$ cat config.mk
export PLATFORM = sky130hd
export DESIGN_NAME = config_reporter
export DESIGN_NICKNAME = d
export VERILOG_FILES = /design/src/rtl/config_reporter.sv
export SDC_FILE = /design/constraint.sdc
export NUM_CORES = 1
export LEC_CHECK = 0
export ABC_AREA = 1
export CORE_AREA = 2 2 93 95
export DETAILED_ROUTE_END_ITERATION = 10
export DIE_AREA = 0 0 95 97
export HOLD_SLACK_MARGIN = 0.03
export PLACE_DENSITY = 0.86
export SETUP_SLACK_MARGIN = 0.05
export SKIP_CTS_REPAIR_TIMING = 1
export SYNTH_ARGS = -nofsm -noshare
export SYNTH_HDL_FRONTEND = slang
export SYNTH_SLANG_ARGS = --single-unit
$ cat constraint.sdc
create_clock -name clock -period 2.6 [get_ports clock]
set_input_delay 0.26 -clock clock [delete_from_list [all_inputs] [get_ports clock]]
set_output_delay 0.26 -clock clock [all_outputs]
set_load 0.03 [all_outputs]
$ cat src/rtl/config_reporter.sv
// Configuration reporter: snapshots seven temperature thresholds and a humidity limit,
// then streams them as a 10-frame report (header, data, XOR checksum) to a serial transmitter.
module config_reporter (
    input  logic       clock,
    input  logic       reset,
    input  logic       enviar_config,
    input  logic [7:0] temp1,
    input  logic [7:0] temp2,
    input  logic [7:0] temp3,
    input  logic [7:0] temp4,
    input  logic [7:0] temp5,
    input  logic [7:0] temp6,
    input  logic [7:0] temp7,
    input  logic [7:0] lim_um,
    input  logic       fim_tx,
    output logic       partida_tx,
    output logic [7:0] dado_tx,
    output logic       paridade_tx,
    output logic       ocupado,
    output logic       pronto_envio,
    output logic [3:0] db_estado
);

    typedef enum logic [2:0] {
        INICIAL = 3'd0,
        CAPTURA = 3'd1,
        ENVIA   = 3'd2,
        ESPERA  = 3'd3,
        FIM     = 3'd4
    } state_t;

    localparam logic [7:0] HEADER     = 8'hA5;
    localparam logic [3:0] LAST_FRAME = 4'd9;

    state_t          state_q, state_d;
    logic [3:0]      index_q, index_d;
    logic [7:0][7:0] snap_q, snap_d;
    logic [7:0]      checksum;

    always_ff @(posedge clock) begin
        if (reset) begin
            state_q <= INICIAL;
            index_q <= '0;
            snap_q  <= '0;
        end else begin
            state_q <= state_d;
            index_q <= index_d;
            snap_q  <= snap_d;
        end
    end

    always_comb begin
        state_d = state_q;
        index_d = index_q;
        snap_d  = snap_q;
        case (state_q)
            INICIAL: begin
                if (enviar_config) state_d = CAPTURA;
            end
            CAPTURA: begin
                snap_d  = {lim_um, temp7, temp6, temp5, temp4, temp3, temp2, temp1};
                index_d = '0;
                state_d = ENVIA;
            end
            ENVIA: begin
                state_d = ESPERA;
            end
            ESPERA: begin
                if (fim_tx) begin
                    if (index_q < LAST_FRAME) begin
                        index_d = index_q + 4'd1;
                        state_d = ENVIA;
                    end else begin
                        state_d = FIM;
                    end
                end
            end
            FIM: begin
                // Park the index on the header so the idle payload is the header frame.
                index_d = '0;
                state_d = INICIAL;
            end
            default: begin
                index_d = '0;
                state_d = INICIAL;
            end
        endcase
    end

    always_comb begin
        checksum = '0;
        for (int i = 0; i < 8; i++) begin
            checksum = checksum ^ snap_q[i];
        end
    end

    // Out-of-range indices fall through to 0x00 rather than aliasing a real frame.
    always_comb begin
        dado_tx = 8'h00;
        case (index_q)
            4'd0:    dado_tx = HEADER;
            4'd1:    dado_tx = snap_q[0];
            4'd2:    dado_tx = snap_q[1];
            4'd3:    dado_tx = snap_q[2];
            4'd4:    dado_tx = snap_q[3];
            4'd5:    dado_tx = snap_q[4];
            4'd6:    dado_tx = snap_q[5];
            4'd7:    dado_tx = snap_q[6];
            4'd8:    dado_tx = snap_q[7];
            4'd9:    dado_tx = checksum;
            default: dado_tx = 8'h00;
        endcase
    end

    assign paridade_tx  = ^dado_tx;
    assign partida_tx   = (state_q == ENVIA);
    assign pronto_envio = (state_q == FIM);
    assign ocupado      = (state_q != INICIAL);
    assign db_estado    = {1'b0, state_q};

endmodule

==> metrics.md, run 1 <==
| Metric | Value |
|---|---|
| CP arrival | `2.42 ns` |
| FF+latch count, synth | `71` |
| TritonCTS Sinks | `71` |
| Final setup violating endpoints | `1` |
| Inst Count DP | `838` |
| Vias in the first global route | `4374` |
| Main synth FF type | `dfxtp_1` |
| Die Ht | `97 um` |
| Ys async rst share | `0%` |
| Input/output buffers | `82` |
| Critical setup path kind | `reg -> out` |
| Part of the cycle the worst path needs | `103%` |
| Non-Filler Instances | `854` |
| Final setup TNS | `-0.0833 ns` |
| Synth area leader | `dfxtp_1` |
| Required @ worst endpoint | `2.34 ns` |
| Top-area cell type share of the netlist area | `34.1%` |
| Post-route antenna net violation count | `0` |
| Worst-path fanout max | `7` |
| DP HPWL | `8.34 mm` |
| Count leader, synth | `nand2_1` |
| GPL Wtd Cong | `0.879` |
| Total Power | `3590 uW` |
| Wire length per cell | `13.3 um` |
| Site Rows | `33` |
| Hold Vio Cnt, Final | `0` |
| Worst clock skew | `0.00694 ns` |
| Io pins | `84` |
| Clock transition at path regs | `0.08 ns` |
| HP Class | `reg -> reg` |
| DR pass1 iterations | `5` |
| CP Launch Type | `flip-flop` |
| First-pass GRT wire length | `18.7 mm` |
| Synth area leaders | `dfxtp_1 (34%), nand2_1 (16%), inv_1 (8.8%), a21oi_1 (8.5%), o21ai_0 (8.0%)` |
| Pwr Density | `664 nW/um^2` |
| Avg Cell Area, Syn | `6.22 um^2` |
| Largest net degree at the start of global routing | `99` |
| Netlist cell types | `34` |
| Crit path top cell by count | `nand2_1` |
| Final worst setup slack | `-0.0833 ns` |
| Synth cell count leaders | `nand2_1 (182), inv_1 (98), a21oi_1 (71), dfxtp_1 (71), o21ai_0 (67)` |
| Violated checks | `negative setup slack` |
| CTS tree | `built` |
| Via count | `4533` |
| Sequential element share of the synthesized area | `34.1%` |
| Initial Util | `51.3%` |
| GRT Resource Usage Total | `25.4%` |
| Peak Freq | `0.373 GHz` |
| YS warnings | `0` |
| # H-tree levels | `3` |
| CP Cell Sequence | `nor2_4, nand2_2, inv_1, nand2_1, nand4_1, nor3_1, nand2_1, nand3_1, nand2_1, nor2_1, nor2_2, nand2_1, nand2_1, buf_4` |
| Post-Syn Instances | `670` |
| Post-synth EDFFs | `0` |
| RSZ-0062 raised after global routing | `true` |
| Worst vdd ir | `0.371 mV` |
| Latest clock arrival within the worst-skew pair | `0.36 ns` |
| CP max-delay cell | `dfxtp_1` |
| CP max stage delay | `0.52 ns` |
| Syn_nets | `743` |
| WL final | `11.4 mm` |
| Initial DRC count | `237` |
| Total CTS buffers | `9` |
| Number of diodes | `0` |
| Die X | `95 um` |
| Detailed-route DRC error count | `0` |
| Maxcap violations | `0` |
| Fin util | `66.5%` |
| Core Area | `8130 um^2` |
| Pins Over Slew Limit | `0` |
| Share of layout cells above drive strength 1 | `8.14%` |
| Crit. End Element | `output port` |
| P_leak | `0.00242 uW` |
| Status | `finished with violations` |
| Vias per inst | `5.31` |
| Full die area | `9220 um^2` |
| Overflow after GRT | `0` |
| Max clock buf depth | `2` |
| Post-synth design cell area | `4170 um^2` |
| Clk Tree Root Cell | `clkbuf_8` |
| Initial antenna violation count | `0` |
| Min cycle time layout | `2.68 ns` |
| Final #Nets | `817` |
| P&R area growth vs syn | `29.7%` |
==> worst paths after layout <==
check                  start           to  slack [ns]  cells past startpoint
setup reg to reg  state_q[0]   index_q[2]        0.75                      9
hold / removal    snap_q[51]   snap_q[51]        0.48                      2
hold reg to reg   snap_q[51]   snap_q[51]        0.48                      2
setup / recovery  index_q[3]  paridade_tx       -0.08                     14
==> logic make-up after synthesis <==
logic type      synth area share, %
compound gates                 20.4
fa+ha+maj                      1.50
other cells                  0.0899
flops                          34.1
xor+xnor                       1.68
buf+inv                        12.3
simple gates                   29.9
==> critical path, delay by kind of cell, from the launching register on <==
kind	cells	cell delay [ns]
buffers and inverters	2	0.25
DFF	1	0.52
and+or+nand+nor	12	1.30
==> sequential cells by signal (all words and copies together), names as in the netlist <==
register	count
snap_q	64
index_q	4
state_q	3
==> cell usage in the layout, fill, tap and decap left out, drive strengths merged <==
cell | Yosys | layout
xnor2 | 4 | 4
ha | 5 | 5
buf | 3 | 5
a211oi | 1 | 1
o221ai | 2 | 2
nand3 | 54 | 54
nand4 | 3 | 3
xor2 | 4 | 4
o21bai | 1 | 1
and2 | 1 | 1
dfxtp | 71 | 71
clkbuf | 20 | 10
conb | 1 | 1
bufinv | 0 | 3
nor2 | 31 | 31
a31oi | 1 | 1
inv | 109 | 109
o211ai | 1 | 1
clkinv | 2 | 4
clkinvlp | 0 | 1
nor3 | 10 | 10
o21ai | 74 | 74
nand2 | 189 | 189
dlymetal6s2s | 0 | 8
a21oi | 71 | 71
clkdlybuf4s50 | 0 | 73
o22ai | 12 | 12
==> power by group <==
group / switching, uW / internal, uW / leakage, uW
Combinational: 718 / 449 / 0.00171
Sequential: 105 / 1230 / 0.000586
Clock: 430 / 660 / 0.000122
==> metrics by stage <==
stage | hold slack (ns) | setup WS, ns | area [um^2]
floorplan | 0.338 | 0.192 | 4170
global placement | 0.471 | 0.258 | 5090
detailed placement | 0.473 | 0.189 | 5090
CTS | 0.485 | -0.195 | 5340
global route | 0.518 | -0.286 | 5410
finish | 0.482 | -0.0833 | 5410
==> layout make-up <==
cell class	count	area [um^2]
clock buffer	10	138
clock inverter	6	108
fill	688	2730
inverter	111	419
multi-input combinational	465	2290
sequential	71	1430
tap	105	131
timing repair buffer	86	893
==> routing by layer <==
metal  vias to the layer above  share of wire [%]  track usage (%)
li1                       2298                  -                -
met1                      2046                 42             30.5
met2                       167                 49             44.1
met3                        22                6.8             4.98
met4                         0                2.0             9.36
met5                         -                  0                0
(Power assumes the default switching activity.)
==> run 2, diff against run 1 <==
Settings changed: CORE_AREA 2 2 93 95 to 3 3 94 96, DIE_AREA 0 0 95 97 to 0 0 97 99.
==> run 2 against run 1 <==
Net effect: the run still ends with negative setup slack left; flip-flop and latch count unchanged; worst setup slack got worse by 0.051 ns; clock power is 6% lower.
==> metrics.md, run 2 (synthesis results as in run 1) <==
| Metric | Value |
|---|---|
| Hold Vio Cnt, Final | `0 (unchanged)` |
| CP Launch Type | `flip-flop` |
| Clk Tree Root Cell | `clkbuf_8` |
| Number of diodes | `0 (unchanged)` |
| Met3 Resource Use GR | `5.52% (+0.54 points)` |
| Part of the cycle the worst path needs | `105% (+1.9 points)` |
| Io pins | `84 (unchanged)` |
| CP max stage delay | `0.39 ns (-0.13 ns)` |
| Fin util | `66.5% (about the same)` |
| Wire length per cell | `13.3 um (-0.24%)` |
| Crit-path leading delay family | `simple AND/OR/NAND/NOR gates` |
| P&R area growth vs syn | `29.8% (about the same)` |
| Overflow after GRT | `0 (unchanged)` |
| Maxcap violations | `0 (unchanged)` |
| Final worst setup slack | `-0.134 ns (-0.0505 ns)` |
| # H-tree levels | `3 (unchanged)` |
| GRT Resource Usage Total | `23.7% (-1.7 points)` |
| Post-route antenna net violation count | `0 (unchanged)` |
| Share of layout cells above drive strength 1 | `8.66% (+0.51 points)` |
| Max clock buf depth | `2 (unchanged)` |
| Vias in the first global route | `4266 (-2.5%)` |
| Die Ht | `99 um (+2.1%)` |
| TritonCTS Sinks | `71 (unchanged)` |
| Initial antenna violation count | `0 (unchanged)` |
| Global routing usage on met1 | `27.7% (-2.9 points)` |
| Worst vdd ir | `0.338 mV (-8.7%)` |
| Site Rows | `33 (unchanged)` |
| Most frequent cells in the layout | `nand2_1 (178), inv_1 (95), clkdlybuf4s50_1 (73), a21oi_1 (71), dfxtp_1 (68)` |
| Via count | `4475 (-1.3%)` |
| Pwr Density | `650 nW/um^2 (-2.1%)` |
| Die X | `97 um (+2.1%)` |
| Final #Nets | `819 (+0.24%)` |
| Busiest grt layer | `met2` |
| Reg2reg setup slack | `0.79 ns (+0.04 ns)` |
| CP arrival | `2.47 ns (+0.05 ns)` |
| Largest net degree at the start of global routing | `68 (-31%)` |
| Worst clock skew | `0.00533 ns (-0.00161 ns)` |
| Clock transition at path regs | `0.08 ns (about the same)` |
| Final setup TNS | `-0.134 ns (-0.0505 ns)` |
| Met2 global-route usage | `41.6% (-2.5 points)` |
| Status | `finished with violations` |
| Min cycle time layout | `2.73 ns (+0.0505 ns)` |
| Crit path top cell by count | `nand2_1` |
| Post-Place Worst Slack | `0.131 ns (-0.0581 ns)` |
| Total CTS buffers | `9 (unchanged)` |
| Required @ worst endpoint | `2.34 ns (about the same)` |
| P_leak | `0.00242 uW (-0.15%)` |
| Crit. End Element | `output port` |
| Critical setup path kind | `reg -> out` |
| WL final | `11.4 mm (about the same)` |
| WP buf/inv | `3 (+1)` |
| Vias per inst | `5.23 (-1.5%)` |
| RSZ-0062 raised after global routing | `true` |
| Pins Over Slew Limit | `0 (unchanged)` |
| Initial DRC count | `230 (-3.0%)` |
| CP Cell Sequence | `ha_2, nand3_4, inv_2, nand2_1, o21ai_1, nor2_1, nand3_1, o21bai_1, nand2_1, buf_4, nand3_1, nand2_1, nand2_1, nand2_1, buf_4` |
| First-pass GRT wire length | `18.8 mm (+0.14%)` |
| Latest clock arrival within the worst-skew pair | `0.36 ns (about the same)` |
| Total Power | `3520 uW (-2.0%)` |
| Largest register by flop count | `snap_q` |
| Worst-path fanout max | `6 (-1)` |
| DP HPWL | `8.41 mm (+0.82%)` |
| Detailed-route DRC error count | `0 (unchanged)` |
| CP max-delay cell | `dfxtp_2` |
| Layout fillers | `712 (+3.5%)` |
| Biggest regs | `snap_q x64, index_q x4, state_q x3` |
| Core Area | `8130 um^2 (unchanged)` |
| Peak Freq | `0.366 GHz (-1.8%)` |
| HP Class | `reg -> reg` |
| Input/output buffers | `82 (unchanged)` |
| Max reg flops | `64 (unchanged)` |
| CTS tree | `built` |
| Final setup violating endpoints | `1 (unchanged)` |
| Full die area | `9600 um^2 (+4.2%)` |
| Initial Util | `51.3% (unchanged)` |
| Commonest non-fill, non-tap cell in the layout | `nand2_1` |
| DR pass1 iterations | `5 (unchanged)` |
| GPL Wtd Cong | `0.920 (+4.7%)` |
| Violated checks | `negative setup slack` |
run 2: metal layers:
metal,vias up,routed length (um)
met4,0,275
met5,-,0
met1,1998,4760
met3,31,683
li1,2299,-
met2,147,5630
run 2: power by group:
group | switching, uW | total (uW) | internal (uW)
Sequential | 102 | 1330 | 1230
Clock | 428 | 1020 | 592
Combinational | 712 | 1170 | 456
run 2: worst register-to-register path: cells and delay by family (launching register included):
kind / cells / cell delay, ns
AND/OR/NAND/NOR: 1 / 0.39
buffers and inverters: 2 / 0.53
flip-flops: 1 / 0.36
AO/OA/AOI/OAI: 2 / 0.40
run 2: worst paths after layout:
check,from,end,cells after the start
setup / recovery,index_q[1],paridade_tx,15
setup reg to reg,state_q[2],snap_q[21],5
hold reg to reg,snap_q[29],snap_q[29],2
hold / removal,snap_q[29],snap_q[29],2
run 2: layout make-up:
class                      count  area [um^2]  area share, %
tap                          105          131           2.43
timing repair buffer          88          908           16.8
multi-input combinational    465         2300           42.5
inverter                     111          422           7.79
clock buffer                  13          159           2.94
sequential                    71         1430           26.3
clock inverter                 3         65.1           1.20
run 2: through the flow:
step | area [um^2] | hold WS [ns] | std cells
after floorplan | 4170 | 0.338 | 670
after global placement | 5080 | 0.466 | 838
after detailed placement | 5080 | 0.476 | 838
after CTS | 5310 | 0.487 | 854
after global routing | 5410 | 0.515 | 856
final | 5410 | 0.488 | 856
==> run 3, diff against run 2 <==
Settings changed: GPL_TIMING_DRIVEN set to 0.
==> run 3 against run 2 <==
Net effect: the run still ends with negative setup slack left; global-route usage is 4.7 points higher; routed wire length is 23% higher; critical path depth is 1 lower; flip-flop and latch count stayed put; sequential power hardly changed; clock power hardly changed; sequential share of layout area is 0.16 points lower; non-clock buffer count is 18 higher; via count is 8.5% higher; largest power group unchanged.
==> metrics.md, run 3 (synthesis results as in run 1) <==
| Metric | Value |
|---|---|
| Status | `finished with violations` |
| Violated checks | `negative setup slack` |
| CP max stage delay | `0.52 ns (+0.13 ns)` |
| Largest register by flop count | `snap_q` |
| Peak Freq | `0.364 GHz (-0.62%)` |
| Full die area | `9600 um^2 (unchanged)` |
| Slew @ Worst Pin | `0.736 ns` |
| Clock share of power | `28.5% (-0.5 points)` |
| Min cycle time layout | `2.75 ns (+0.0170 ns)` |
| Clock transition at path regs | `0.07 ns (about the same)` |
| Core Area | `8130 um^2 (unchanged)` |
| # H-tree levels | `3 (unchanged)` |
| Clk Tree Root Cell | `clkbuf_8` |
| Initial antenna violation count | `0 (unchanged)` |
| Switching share of power | `36.5% (+1.2 points)` |
| Io pins | `84 (unchanged)` |
| Crit-path leading delay family | `simple AND/OR/NAND/NOR gates` |
| Max clock buf depth | `2 (unchanged)` |
| P_int | `2270 uW (-0.32%)` |
| Crit path top cell by count | `nand2_1` |
| Final #Nets | `837 (+2.2%)` |
| HP Class | `reg -> reg` |
| Wire length per cell | `16.0 um (+21%)` |
| CP max-delay cell | `dfxtp_1` |
| Worst slew margin relative to its limit | `50.9%` |
| DP HPWL | `9.95 mm (+18%)` |
| Share of layout cells above drive strength 1 | `7.54% (-1.1 points)` |
| Pwr Density | `657 nW/um^2 (+1.1%)` |
| Critical setup path kind | `reg -> out` |
| GRT Resource Usage Total | `28.4% (+4.7 points)` |
| WP buf/inv | `2 (-1)` |
| Max reg flops | `64 (unchanged)` |
| P_leak | `0.00242 uW (about the same)` |
| Post-route antenna net violation count | `0 (unchanged)` |
| Placed cell areas | `5120 um^2 (+0.81%)` |
| Initial Util | `51.3% (unchanged)` |
| Required @ worst endpoint | `2.34 ns (about the same)` |
| Worst vdd ir | `0.327 mV (-3.3%)` |
| Biggest regs | `snap_q x64, index_q x4, state_q x3` |
| Die X | `97 um (unchanged)` |
| TritonCTS Sinks | `71 (unchanged)` |
| Number of diodes | `0 (unchanged)` |
| Gate power share | `34.4% (+1.2 points)` |
| Final worst setup slack | `-0.151 ns (-0.0170 ns)` |
| RSZ-0062 raised after global routing | `true` |
| Maxcap violations | `0 (unchanged)` |
| Input/output buffers | `82 (unchanged)` |
| WL final | `14.0 mm (+23%)` |
| Commonest non-fill, non-tap cell in the layout | `nand2_1` |
| Pins Over Slew Limit | `0 (unchanged)` |
| Total CTS buffers | `9 (unchanged)` |
| Worst clock skew | `0.00974 ns (+0.00440 ns)` |
| Overflow after GRT | `0 (unchanged)` |
| CP arrival | `2.49 ns (+0.02 ns)` |
| Worst-path fanout max | `8 (+2)` |
| Via count | `4856 (+8.5%)` |
| Detailed-route DRC error count | `0 (unchanged)` |
| Crit. End Element | `output port` |
| CP Cell Sequence | `nor2_4, nand2_2, nor2_1, nor3_1, nand3_1, o21bai_1, nand2_1, nand2_1, clkinv_1, nand2_1, nand2_1, nand2_1, nand2_1, clkbuf_4` |
| Part of the cycle the worst path needs | `106% (+0.66 points)` |
| Vias per inst | `5.56 (+6.3%)` |
| P&R area growth vs syn | `30.4%` |
| Largest net degree at the start of global routing | `13 (-81%)` |
| Initial DRC count | `412 (+79%)` |
| DR pass1 iterations | `6 (+1)` |
| Reg2reg setup slack | `0.59 ns (-0.20 ns)` |
| CP Launch Type | `flip-flop` |
| GPL Wtd Cong | `0.916 (-0.49%)` |
| CTS tree | `built` |
| Hold Vio Cnt, Final | `0 (unchanged)` |
| Die Ht | `99 um (unchanged)` |
| Site Rows | `33 (unchanged)` |
| Finished Cell Area | `5440 um^2 (+0.51%)` |
| Vias in the first global route | `4720 (+11%)` |
| Most frequent cells in the layout | `nand2_1 (181), inv_1 (95), clkdlybuf4s50_1 (73), a21oi_1 (71), dfxtp_1 (69)` |
| Latest clock arrival within the worst-skew pair | `0.35 ns (about the same)` |
| Fin util | `66.9% (+0.34 points)` |
| First-pass GRT wire length | `21.9 mm (+17%)` |
| Final setup violating endpoints | `1 (unchanged)` |
| Flop pwr share | `37.1% (-0.7 points)` |
| Switch Pwr | `1310 uW (+5.2%)` |
[run 3: cell count changes in the layout (fill, tap and decap cells not counted), moves of 2 or more]
cell        previous run  this run
clkinvlp_4             0         2
buf_12                 2         0
clkbuf_1               2        20
nand2_1              178       181
nand2_2               11         7
buf_4                  5         3
[run 3: path summary, 6_finish.rpt]
| check | cells past startpoint | from | end |
|---|---|---|---|
| worst max register to register | 5 | state_q[2] | snap_q[13] |
| worst min register to register | 2 | snap_q[59] | snap_q[59] |
| worst min-delay path | 2 | snap_q[59] | snap_q[59] |
| worst max-delay path | 14 | index_q[3] | paridade_tx |
[run 3: routing by layer]
| metal | wire, um | global-route usage [%] |
|---|---|---|
| met5 | 0 | 0 |
| met4 | 684 | 16.8 |
| met3 | 1340 | 6.44 |
| met2 | 6520 | 47.8 |
| met1 | 5430 | 33.0 |
[run 3: per-stage QoR]
step | TNS, ns | instances | power (uW) | worst slack, ns | hold slack, ns
after global routing | -0.306 | 874 | 3760 | -0.306 | 0.503
after CTS | -2.70 | 873 | 3540 | -0.779 | 0.477
after floorplan | 0 | 670 | 2120 | 0.192 | 0.338
after detailed placement | -0.347 | 857 | 2540 | -0.347 | 0.466
final | -0.151 | 874 | 3570 | -0.151 | 0.478
after global placement | -0.304 | 857 | 2480 | -0.304 | 0.466
[run 3: power groups by stage]
| stage | registers [uW] | clock network [uW] | logic, uW |
|---|---|---|---|
| after detailed placement | 1340 | 0 | 1190 |
| final | 1330 | 1020 | 1230 |
| after global placement | 1340 | 0 | 1140 |
| after global routing | 1340 | 1060 | 1350 |
| after floorplan | 1330 | 0 | 791 |
| after CTS | 1320 | 1020 | 1200 |
[run 3: cell type report]
class	count	area, um^2
tap	105	131
inverter	111	419
clock inverter	5	80.1
timing repair buffer	83	846
fill	693	2700
multi-input combinational	465	2290
clock buffer	11	151
buffer	23	93.8
sequential	71	1420
[run 3: tightest hold or removal path: cells and delay by family, from the launching register on]
kind                   cells  cell delay (ns)
DFF                        1             0.33
buffers and inverters      1             0.05
AOI/OAI and AO/OA          1             0.05
